File: src/rtl/camera_init_sequencer.sv
// Camera bring-up controller: timed power/reset sequence, one init handshake with the
// register-table writer, completion detection, settle delay, and timeout-driven retries.
module camera_init_sequencer #(
  parameter int PWDN_CYCLES    = 100000,
  parameter int RESET_CYCLES   = 100000,
  parameter int BOOT_CYCLES    = 2000000,
  parameter int SETTLE_CYCLES  = 1000000,
  parameter int TIMEOUT_CYCLES = 50000000,
  parameter int MAX_RETRIES    = 2,
  parameter int AUTO_START     = 1,
  localparam int RC_W = (MAX_RETRIES > 0) ? $clog2(MAX_RETRIES + 1) : 1
) (
  input  logic            clk_in,
  input  logic            rst_n_in,
  input  logic            start_in,
  output logic            init_valid_out,
  input  logic            init_ready_in,
  output logic            cam_pwdn_out,
  output logic            cam_rst_n_out,
  output logic            busy_out,
  output logic            done_out,
  output logic            error_out,
  output logic [RC_W-1:0] retry_count_out
);

  function automatic int max2(input int a, input int b);
    return (a > b) ? a : b;
  endfunction

  localparam int MAX_CYC = max2(max2(max2(PWDN_CYCLES, RESET_CYCLES),
                                     max2(BOOT_CYCLES, SETTLE_CYCLES)), TIMEOUT_CYCLES);
  localparam int CNT_W   = $clog2(MAX_CYC) + 1;

  localparam logic [CNT_W-1:0] ONE         = CNT_W'(1);
  localparam logic [CNT_W-1:0] PWDN_LAST   = CNT_W'(PWDN_CYCLES - 1);
  localparam logic [CNT_W-1:0] RESET_LAST  = CNT_W'(RESET_CYCLES - 1);
  localparam logic [CNT_W-1:0] BOOT_LAST   = CNT_W'(BOOT_CYCLES - 1);
  localparam logic [CNT_W-1:0] SETTLE_LAST = CNT_W'(SETTLE_CYCLES - 1);
  localparam logic [CNT_W-1:0] TMO_LAST    = CNT_W'(TIMEOUT_CYCLES - 1);
  localparam logic [RC_W-1:0]  RC_MAX      = RC_W'(MAX_RETRIES);

  typedef enum logic [3:0] {
    IDLE, PWDN, RESET, BOOT, REQ, RUN, SETTLE, DONE, FAIL
  } state_t;

  state_t           state;
  logic [CNT_W-1:0] cnt;
  logic             seen_low;
  logic [RC_W-1:0]  retry;
  logic [5:0]       pins_q;
  logic             tmo;

  // Output image of each state: {pwdn, rst_n, valid, busy, done, error}
  function automatic logic [5:0] pins(input state_t s);
    case (s)
      PWDN:    return 6'b100100;
      RESET:   return 6'b000100;
      BOOT:    return 6'b010100;
      REQ:     return 6'b011100;
      RUN:     return 6'b010100;
      SETTLE:  return 6'b010100;
      DONE:    return 6'b010010;
      FAIL:    return 6'b100001;
      default: return 6'b100000;
    endcase
  endfunction

  // The timeout count spans REQ and RUN; a late handshake can push it past the last value.
  assign tmo = (cnt >= TMO_LAST);

  assign {cam_pwdn_out, cam_rst_n_out, init_valid_out, busy_out, done_out, error_out} = pins_q;
  assign retry_count_out = retry;

  always_ff @(posedge clk_in or negedge rst_n_in) begin
    if (!rst_n_in) begin
      state    <= IDLE;
      pins_q   <= pins(IDLE);
      cnt      <= '0;
      seen_low <= 1'b0;
      retry    <= '0;
    end else begin
      case (state)
        IDLE: if (AUTO_START != 0 || start_in) begin
          state <= PWDN; pins_q <= pins(PWDN); cnt <= '0; retry <= '0;
        end
        PWDN: if (cnt == PWDN_LAST) begin
          state <= RESET; pins_q <= pins(RESET); cnt <= '0;
        end else cnt <= cnt + ONE;
        RESET: if (cnt == RESET_LAST) begin
          state <= BOOT; pins_q <= pins(BOOT); cnt <= '0;
        end else cnt <= cnt + ONE;
        BOOT: if (cnt == BOOT_LAST) begin
          state <= REQ; pins_q <= pins(REQ); cnt <= '0;
        end else cnt <= cnt + ONE;
        REQ, RUN: begin
          if (state == REQ && init_ready_in) begin
            state <= RUN; pins_q <= pins(RUN); seen_low <= 1'b0; cnt <= cnt + ONE;
          end else if (state == RUN && init_ready_in && seen_low) begin
            state <= SETTLE; pins_q <= pins(SETTLE); cnt <= '0;
          end else begin
            if (state == RUN && !init_ready_in) seen_low <= 1'b1;
            if (tmo) begin
              cnt <= '0;
              if (retry < RC_MAX) begin
                retry <= retry + RC_W'(1); state <= PWDN; pins_q <= pins(PWDN);
              end else begin
                state <= FAIL; pins_q <= pins(FAIL);
              end
            end else cnt <= cnt + ONE;
          end
        end
        SETTLE: if (cnt == SETTLE_LAST) begin
          state <= DONE; pins_q <= pins(DONE); cnt <= '0;
        end else cnt <= cnt + ONE;
        DONE, FAIL: if (start_in) begin
          state <= PWDN; pins_q <= pins(PWDN); cnt <= '0; retry <= '0;
        end
        default: begin
          state <= IDLE; pins_q <= pins(IDLE); cnt <= '0;
        end
      endcase
    end
  end

endmodule

File: config.mk
export PLATFORM = sky130hd
export DESIGN_NAME = camera_init_sequencer
export DESIGN_NICKNAME = d
export VERILOG_FILES = /design/src/rtl/camera_init_sequencer.sv
export SDC_FILE = /design/constraint.sdc
export NUM_CORES = 1
export LEC_CHECK = 0
export BUFFER_PORTS_ARGS = -buffer_cell sky130_fd_sc_hd__buf_2
export CAP_MARGIN = 15
export CORE_MARGIN = 5
export CORE_UTILIZATION = 55
export CTS_CLUSTER_SIZE = 10
export DETAILED_ROUTE_END_ITERATION = 10
export GPL_ROUTABILITY_DRIVEN = 0
export PLACE_DENSITY = 0.73
export SYNTH_ARGS = -nofsm -noshare
export SYNTH_HDL_FRONTEND = slang
export SYNTH_SLANG_ARGS = --single-unit
File: constraint.sdc
create_clock -name clk_in -period 2.9 [get_ports clk_in]
set_input_delay 0.145 -clock clk_in [delete_from_list [all_inputs] [get_ports clk_in]]
set_output_delay 0.145 -clock clk_in [all_outputs]
set_load 0.02 [all_outputs]
==> metrics <==
status complete, no violations; Cell variety after synth 54; most common cell after layout, fill and taps aside dfrtp_1; worst min path class primary input to register; worst skew pair latency 0.29 ns; vias per std cell 6.283; worst r2r src cnt[14]; final wirelength 5.554 mm; clk buf depth 2; hold depth 3; clock sink total 39; fmax 365.3 MHz; FF-to-FF End cnt[24]; CP required 3.11 ns; WL/cell 15.56 µm; first-pass GRT wire length 9.860 mm; Hold Fails Final Rpt 0; max-slew violations 0; slowest stage delay, CP 0.46 ns; nets@finish 309; die area 5891 µm²; FF-to-FF path depth 8; FF+latch count, synth 39; Final Util 62.41%; Mapped Area 2451 µm²; largest net degree at the start of global routing 40; Synthesized Nets 293; Leak 0.001187 µW; Post-synth EDFFs 0; die span in x 76.76 µm; crit start category register; routed vias 2243; buffer count from post-CTS setup fixing 0; Setup Skew 0.008635 ns; most frequent cells in the layout dfrtp_1, o21ai_0, nand2_1; register area share after synthesis 39.87%; I/O pin count 12; crit-path leading delay family simple AND/OR/NAND/NOR gates; Peak VDD IR 0.5257 mV; period utilization 94.41%; RSZ-0062 raised after global routing false; # Max-Cap Violations 0; Port-buffer cells 11; crit end category register; die height 76.76 µm; fill count 393; Slowest-stage cell, CP or4_1; endpoints failing setup 0; Root Driver clkbuf_8; CORE AREA 4324 µm²; Setup CP Type register to register; Synth Warn # 0; CP Buf/Inv Count 1; Mean Syn Cell Area 8.511 µm²; vias in the first global route 2079; synthesized instance count 288; DPL Wire Length 3.870 mm; hold worst-path end seen_low; TNS Setup 0 ns; share of cells above drive strength 1 12.46%; Worst Path Arrival 2.95 ns; ANT cells 0; # rows 24; Pre-Repair DR Iteration Count 4; worst path cell trace and4_1 -> a311o_1 -> a221o_1 -> nor3_1 -> a211oi_4 -> buf_12 -> or4_1 -> o21ai_0; R2R setup slack 0.16 ns; initial detailed-routing violation count 184; hold_sp init_ready_in; TritonCTS Buffers 5; Setup WS pre-CTS 0.1412 ns; Power Density 762.8 nW/µm²; initial core utilization 56.68%; async set or reset register ratio after synthesis 100.0%; Post-synth top flop dfrtp_1; Area Overhead vs Synth 10.11%; initial antenna violation count 0; CTS tree done; actual slew at the worst max-slew pin 0.8820 ns; Congestion Overflow GR 0; # DRC 0; Total GRT Usage 20.11%; clock-pin slew on the worst setup and hold paths 0.07 ns; FF+latch area 977.2 µm²; headroom to the max-slew limit 41.20%; worst-path maximum fanout 36; H-tree depth 2; Multi-input gate area 1368 µm²; min Tclk post-route 2.738 ns; final setup margin 0.1622 ns; Antenna Nets Post-Route 0
registers in the layout, summed over array words and instances, names as in the netlist:
signal / flops
seen_low: 1
pins_q: 6
state: 3
retry_count_out: 2
cnt: 27
worst max path at each step:
stage / endpoint / from / depth (start not counted) / slack (ns)
global placement: cnt[12] / cnt[20] / 8 / 0.25
detailed placement: cnt[5] / cnt[20] / 8 / 0.14
floorplan: cnt[15] / cnt[8] / 8 / 0.27
CTS: cnt[5] / cnt[20] / 8 / 0.11
global route: state[0] / cnt[20] / 7 / 0.03
finish: cnt[24] / cnt[14] / 8 / 0.16
worst min-delay path, stage by stage:
cell and delay [ns]:
buf_2 0.13, nand2_1 0.06, a22o_1 0.11
layer usage:
metal / track usage, % / vias to the layer above / wire length [µm]
li1: - / 1115 / -
met1: 27.18 / 1057 / 2569
met2: 31.07 / 63 / 2546
met3: 4.801 / 8 / 345
met4: 7.692 / 0 / 92
met5: 0 / - / 0
stage by stage:
step | total power (µW) | hold WS [ns] | std cells | cell area (µm²)
after floorplan | 1486 | -0.1506 | 288 | 2451
after global placement | 1703 | 0.3007 | 348 | 2604
after detailed placement | 1712 | 0.3050 | 348 | 2604
after CTS | 2065 | 0.1866 | 357 | 2694
after global routing | 2225 | 0.2032 | 357 | 2699
final | 2059 | 0.1955 | 357 | 2699
area by class of cell:
| class | count | area share, % |
|---|---|---|
| Tap cell | 52 | 2.411 |
| Sequential cell | 39 | 36.21 |
| Clock buffer | 8 | 2.967 |
| Inverter | 7 | 0.9736 |
| Multi-Input combinational cell | 225 | 50.67 |
| Timing Repair Buffer | 26 | 6.769 |
power by group:
group	total [µW]	internal, µW	switching (µW)
logic	991	399	592
registers	722	622	100
clock network	346	171	175
total	2060	1190	867
Yosys cell counts (5+ instances only):
cell type	instances	area, µm²
nor4_1	10	62.56
nand2b_1	5	31.28
clkbuf_1	12	45.04
nand3_1	14	70.07
nand2_1	29	108.9
nand4_1	8	50.05
a21oi_1	14	70.07
o21ai_1	8	40.04
nor2_1	14	52.55
and4_1	5	43.79
inv_1	7	26.28
a21o_1	12	90.09
dfrtp_1	38	950.9
or3_1	10	62.56
o21ai_0	34	170.2
logic make-up after synthesis:
group                      share of synthesized area [%]
AOI/OAI and AO/OA                                  24.35
xor gates and xnor gates                           1.787
adders and majority gates                         0.5104
buffers and inverters                              4.543
DFF                                                39.87
muxes                                             0.8678
and+or+nand+nor                                    28.08
repair_timing:
item                                    4_1_cts  5_1_grt
endpoints found under the hold margin        29        0
hold buffers                                  1        0
gates resized for setup                       0        1
endpoints found under the setup margin        0        8
Note: power is estimated with default switching activity, not from simulation.
